==> config.mk <==
export PLATFORM = sky130hd
export DESIGN_NAME = btn_keyboard
export DESIGN_NICKNAME = d
export VERILOG_FILES = /design/src/rtl/btn_keyboard.sv
export SDC_FILE = /design/constraint.sdc
export NUM_CORES = 1
export LEC_CHECK = 0
export ABC_AREA = 1
export BUFFER_PORTS_ARGS = -buffer_cell sky130_fd_sc_hd__buf_2
export CAP_MARGIN = 5
export CORE_UTILIZATION = 34
export DETAILED_ROUTE_END_ITERATION = 10
export GPL_ROUTABILITY_DRIVEN = 0
export SYNTH_ARGS = -nofsm -noshare
export SYNTH_HDL_FRONTEND = slang
export SYNTH_SLANG_ARGS = --single-unit
==> constraint.sdc <==
create_clock -name clk -period 1.36 [get_ports clk]
set_input_delay 0.136 -clock clk [delete_from_list [all_inputs] [get_ports clk]]
set_output_delay 0.136 -clock clk [all_outputs]
set_load 0.05 [all_outputs]
==> src/rtl/btn_keyboard.sv <==
// Debounced DE0 pushbutton/switch keyboard presenting a Hack-style keyboard register.
// One key code is latched per press; the register reads zero while no key is held.
module btn_keyboard #(
  parameter int unsigned DEBOUNCE_CYCLES = 500000,
  parameter logic [14:0] KBD_ADDR        = 15'h6000
) (
  input  logic        clk,
  input  logic        reset,
  input  logic [2:0]  btn,
  input  logic [9:0]  sw,
  input  logic [14:0] addressM,
  output logic [15:0] kbd_data,
  output logic        kbd_sel,
  output logic        key_down,
  output logic [7:0]  press_count
);

  localparam int unsigned NumBits = 13;
  localparam int unsigned CntW    = $clog2(DEBOUNCE_CYCLES + 1);
  localparam logic [CntW-1:0] CntLast = CntW'(DEBOUNCE_CYCLES - 1);
  // Buttons idle high (released), switches idle low.
  localparam logic [NumBits-1:0] RstVal = {10'b0, 3'b111};

  typedef enum logic [0:0] {StIdle, StDown} state_e;

  logic [NumBits-1:0] raw;
  logic [NumBits-1:0] sync1_q;
  logic [NumBits-1:0] sync2_q;
  logic [NumBits-1:0] stable_q;

  assign raw = {sw, btn};

  always_ff @(posedge clk) begin
    if (reset) begin
      sync1_q <= RstVal;
      sync2_q <= RstVal;
    end else begin
      sync1_q <= raw;
      sync2_q <= sync1_q;
    end
  end

  for (genvar i = 0; i < NumBits; i++) begin : g_debounce
    logic [CntW-1:0] cnt_q;

    always_ff @(posedge clk) begin
      if (reset) begin
        stable_q[i] <= RstVal[i];
        cnt_q       <= '0;
      end else if (sync2_q[i] == stable_q[i]) begin
        cnt_q <= '0;
      end else if (cnt_q == CntLast) begin
        // Counter would reach DEBOUNCE_CYCLES on this edge: accept the change.
        stable_q[i] <= sync2_q[i];
        cnt_q       <= '0;
      end else begin
        cnt_q <= cnt_q + 1'b1;
      end
    end
  end

  logic [2:0] db_btn;
  logic [9:0] db_sw;
  logic [2:0] pressed;

  assign db_btn  = stable_q[2:0];
  assign db_sw   = stable_q[12:3];
  assign pressed = ~db_btn;

  state_e      state_q, state_d;
  logic [15:0] kbd_data_q, kbd_data_d;
  logic [7:0]  count_q, count_d;
  logic        key_down_q;

  always_comb begin
    state_d    = state_q;
    kbd_data_d = kbd_data_q;
    count_d    = count_q;
    unique case (state_q)
      StIdle: begin
        kbd_data_d = 16'd0;
        if (|pressed) begin
          state_d = StDown;
          count_d = count_q + 8'd1;
          if (pressed[2]) begin
            kbd_data_d = 16'd129;
          end else if (pressed[1]) begin
            kbd_data_d = 16'd128;
          end else begin
            kbd_data_d = {6'b0, db_sw};
          end
        end
      end
      StDown: begin
        if (&db_btn) begin
          state_d    = StIdle;
          kbd_data_d = 16'd0;
        end
      end
      default: begin
        state_d    = StIdle;
        kbd_data_d = 16'd0;
      end
    endcase
  end

  always_ff @(posedge clk) begin
    if (reset) begin
      state_q    <= StIdle;
      kbd_data_q <= 16'd0;
      count_q    <= 8'd0;
      key_down_q <= 1'b0;
    end else begin
      state_q    <= state_d;
      kbd_data_q <= kbd_data_d;
      count_q    <= count_d;
      key_down_q <= (state_d == StDown);
    end
  end

  assign kbd_data    = kbd_data_q;
  assign key_down    = key_down_q;
  assign press_count = count_q;
  assign kbd_sel     = (addressM == KBD_ADDR);

endmodule

# Word-level counts from Yosys, hierarchy flattened
# Index checks and enable logic that the tools add are counted.
# classes
n_addsub,14
eq_ne,28
mux,8
n_bitwise,15
reduce_logical,29
# op_table
operator,count
$add A19 B1 Y19 const B,13
$eq A19 B19 Y1 const B,13
$reduce_or A3 Y1,14
$pmux W16 S2,1
$mux W10,3
$reduce_and A2 Y1,14
$mux W16,1
$eq A15 B15 Y1 const B,1
$not A1 Y1,14
$eq A1 B1 Y1,13
$add A8 B1 Y8 const B,1
$not A3 Y3,1
$reduce_and A3 Y1,1
$mux W1,2
$ne A2 B1 Y1 const B,1
$pmux W1 S2,1
# totals
regBits,311
inputBits,30
output_inout_bits,26
elab_cells,125

# Depth between registers and ports, before layout
# logic_depth
depth_word,5
mapped_depth,10
depth_no_buf,10

# Worst setup path before layout
# No wires, ideal clock.
# synth_timing
path_kind,register to register
startpoint,register g_debounce[7].cnt_q[0]
endpoint,register g_debounce[7].cnt_q[9]
setup_time_ns,0.115
t_arrival_ns,1.395
required_time_ns,1.245
setup_slack_ns,-0.150
stages_incl_launch_ff,10
n_path_buf,1
period_less_slack_ns,1.510
cell_sequence,dfxtp_1 > ha_1 > inv_2 > nor2_8 > nand3_4 > nor2_4 > nand2_2 > nand2_4 > buf_12 > nor2_2
# synth_between
elab_chain_len,2
elab_cells_between_ends,3
classes_between,add/sub: 1; eq/ne: 1; reduce/logical: 1
# synth_rtl
item,line,text
start: declaration,44,logic [CntW-1:0] cnt_q;
start signal: assignment,57,cnt_q <= cnt_q + 1'b1;
branches (longest 2 deep; another with $add A19 B1 Y19),-,
# Several ways; the timed one is not identified.
# A chain may end at the register's enable or synchronous reset.

# Final worst setup path
# layout_timing
startpoint,register g_debounce[4].cnt_q[0]
endpoint,register g_debounce[4].cnt_q[0]
# layout_between
elab_chain_len,2
elab_cells_between_ends,3
classes_between,add/sub: 1; eq/ne: 1; reduce/logical: 1
# layout_rtl
item,line
start: declaration,44
start signal: assignment,57
branches (longest 2 deep; another with $add A19 B1 Y19),-
# Several ways; the timed one is not identified.

==> out/summary.txt <==
Hold Fails Final Rpt = 0
Mean Syn Cell Area = 6.74 um^2
Fill cells = 4,411
All-Layer GR Usage = 0.153
H-tree levels = 2
Main flop type after synthesis = dfxtp_1
Hold crit path type = in2reg
Critical Path End Type = flip-flop
Setup ws final = -35.7 ps
Cell count after synthesis = 2,269
Min Tclk post-route = 1400 ps
DR iter-0 viols = 690
First-pass GRT wire length = 60.6 mm
Synthesized area = 15,300 um^2
Number of synthesized flops with an enable pin = 0
Synth cell types = 44
HPWL Detailed = 25.9 mm
Met3 Routed Length = 1.17 mm
ANT nets after route = 0
WL per Instance = 11.7 um
Crit-path max FO = 8
Failing checks = setup timing
Final worst path period share = 1.03
CTS sink count = 305
Power Total = 19.4 mW
Vias per cell = 4.62
Yosys Warn Count = 0
Die area = 45,800 um^2
RSZ-0062 raised after global routing = yes
DR top layer = met4
Post-synthesis sequential area ratio = 0.399
Initial antenna violation count = 0
Clock Skews = 18.7 ps
Share of layout cells above drive strength 1 = 0.260
Final setup viols = 12
Register area = 6220 um^2
#FFs+latches synth = 305
DIE WIDTH = 214 um
Startpoint types = flip-flop
CP Class = reg2reg
Clock transition at the registers of the reported paths = 60 ps
Area after DPL = 17,500 um^2
Req. time, crit path = 1810 ps
Routed WL = 36.9 mm
Commonest cells after routing, fill and taps aside = nand2_1, nor2_1, inv_1, dfxtp_1, buf_4
I/O Pins = 56
Power Dens Cells = 952 nW/um^2
Port Buf Inserts = 49
Met1 wire length = 17.0 mm
Core area = 44,300 um^2
Status = complete, but fails checks
TritonCTS Buffers = 37
First-pass DRT Iterations = 5
Layout net count = 2,578
Slew Viols, Final = 0
Remaining DRCs = 0
Most frequent standard cell in the layout excluding fill and tap cells = nand2_1
Std-Cell Rows = 77
Multi-input logic area = 9160 um^2
Starting Density = 0.345
Syn-to-layout area delta = 32.9%
Dpl ws = -43.6 ps
Clock tree from TritonCTS = built
Clock root cell = clkbuf_16
DIE HEIGHT = 214 um
Total gr overflow = 0
Hold_ws = 330 ps
Via count = 14,600
ANT cells = 0
WP data arrival = 1840 ps
Post-synthesis async set-or-reset flop share = 0
Clock latency on the worst-skew pair = 550 ps
F_max = 716 MHz
Max_cap viols = 0
CTS max path bufs = 3
Cell area after layout = 20,300 um^2
Largest net degree at the start of global routing = 20
Pleak = 6.90 nW
Setup TNS = -299 ps
IR drop worst, VDD = 0.762 mV
Number of global-route vias before repair = 13,600
Met2 wire len = 17.5 mm
==> sequential cells by signal (all words and copies together), names as in the netlist <==
name,flops
key_down,1
press_count,8
db_sw,10
db_btn,3
sync1_q,13
kbd_data,10
g_debounce.cnt_q,247
sync2_q,13
==> per-stage QoR <==
stage	utilization	instances
3_5_place_dp	0.395	3040
6_report	0.459	3155
5_1_grt	0.459	3155
3_3_place_gp	0.395	3040
2_1_floorplan	-	2274
4_1_cts	0.430	3128
==> cell type report <==
type | instances | area share
clock inverter | 10 | 0.00492
clock buffer | 58 | 0.0553
timing repair buffer | 241 | 0.102
inverter | 241 | 0.0447
sequential | 305 | 0.306
tap | 592 | 0.0364
multi-input combinational | 1708 | 0.450
==> worst max-delay path, stage by stage, from the launching register on <==
cell and delay [ps]:
dfxtp_2 350, ha_4 170, nand2_4 60, nor2_4 130, nand2_2 90, o21bai_4 230
clkbuf_16 220, nor2_1 40
==> cells by family (layout without fill, tap and decap cells) <==
kind of cell	after synthesis	count (layout)	synth area share
other	1	6	0.000245
XOR/XNOR	91	91	0.0521
adder cells (fa/ha/maj)	14	14	0.0115
buffers and inverters	267	550	0.0735
AO/OA/AOI/OAI	153	153	0.0555
flip-flops	305	305	0.399
AND/OR/NAND/NOR	1438	1444	0.408
==> path summary, 6_finish.rpt <==
kind,from,to,slack [ps],depth (start not counted)
max,g_debounce[4].cnt_q[0]$_SDFF_PP0_,g_debounce[4].cnt_q[0]$_SDFF_PP0_,-40,7
min,sw[9],sync1_q[12]$_SDFF_PP0_,330,4
max reg2reg,g_debounce[4].cnt_q[0]$_SDFF_PP0_,g_debounce[4].cnt_q[0]$_SDFF_PP0_,-40,7
min reg2reg,sync1_q[7]$_SDFF_PP0_,sync2_q[7]$_SDFF_PP0_,400,2
==> cells in the mapped netlist, types with 10 or more instances <==
library cell	instances	area, um^2
xor2_1	46	403
xnor2_1	45	394
nor2_1	499	1870
nor2_2	17	106
or2_0	13	81.3
nand3_1	129	646
nand3b_1	22	165
or2_2	19	119
nor3_1	23	115
nand2_2	10	62.6
dfxtp_1	305	6110
inv_1	237	890
ha_1	14	175
nand4_1	56	350
nand2_1	600	2250
and2_1	13	81.3
o21ai_0	30	150
a21oi_1	108	541
==> routing by layer <==
metal,GRT usage,up-vias
li1,-,7665
met1,0.194,6641
met2,0.259,192
met3,0.0231,64
met4,0.0633,0
met5,0,-
==> where the power goes <==
group / internal, mW / switching, mW
logic: 0.218 / 0.256
registers: 8.98 / 0.0283
clock network: 5.91 / 3.96
==> timing repair <==
action	in CTS	in global routing
cloned	1	11
hold buffers	17	0
resized for setup	38	321
setup endpoints to repair	104	253
pin swaps	7	54
hold endpoints to repair	19	0
setup buffers	2	16
Note: power is estimated with default switching activity, not from simulation.
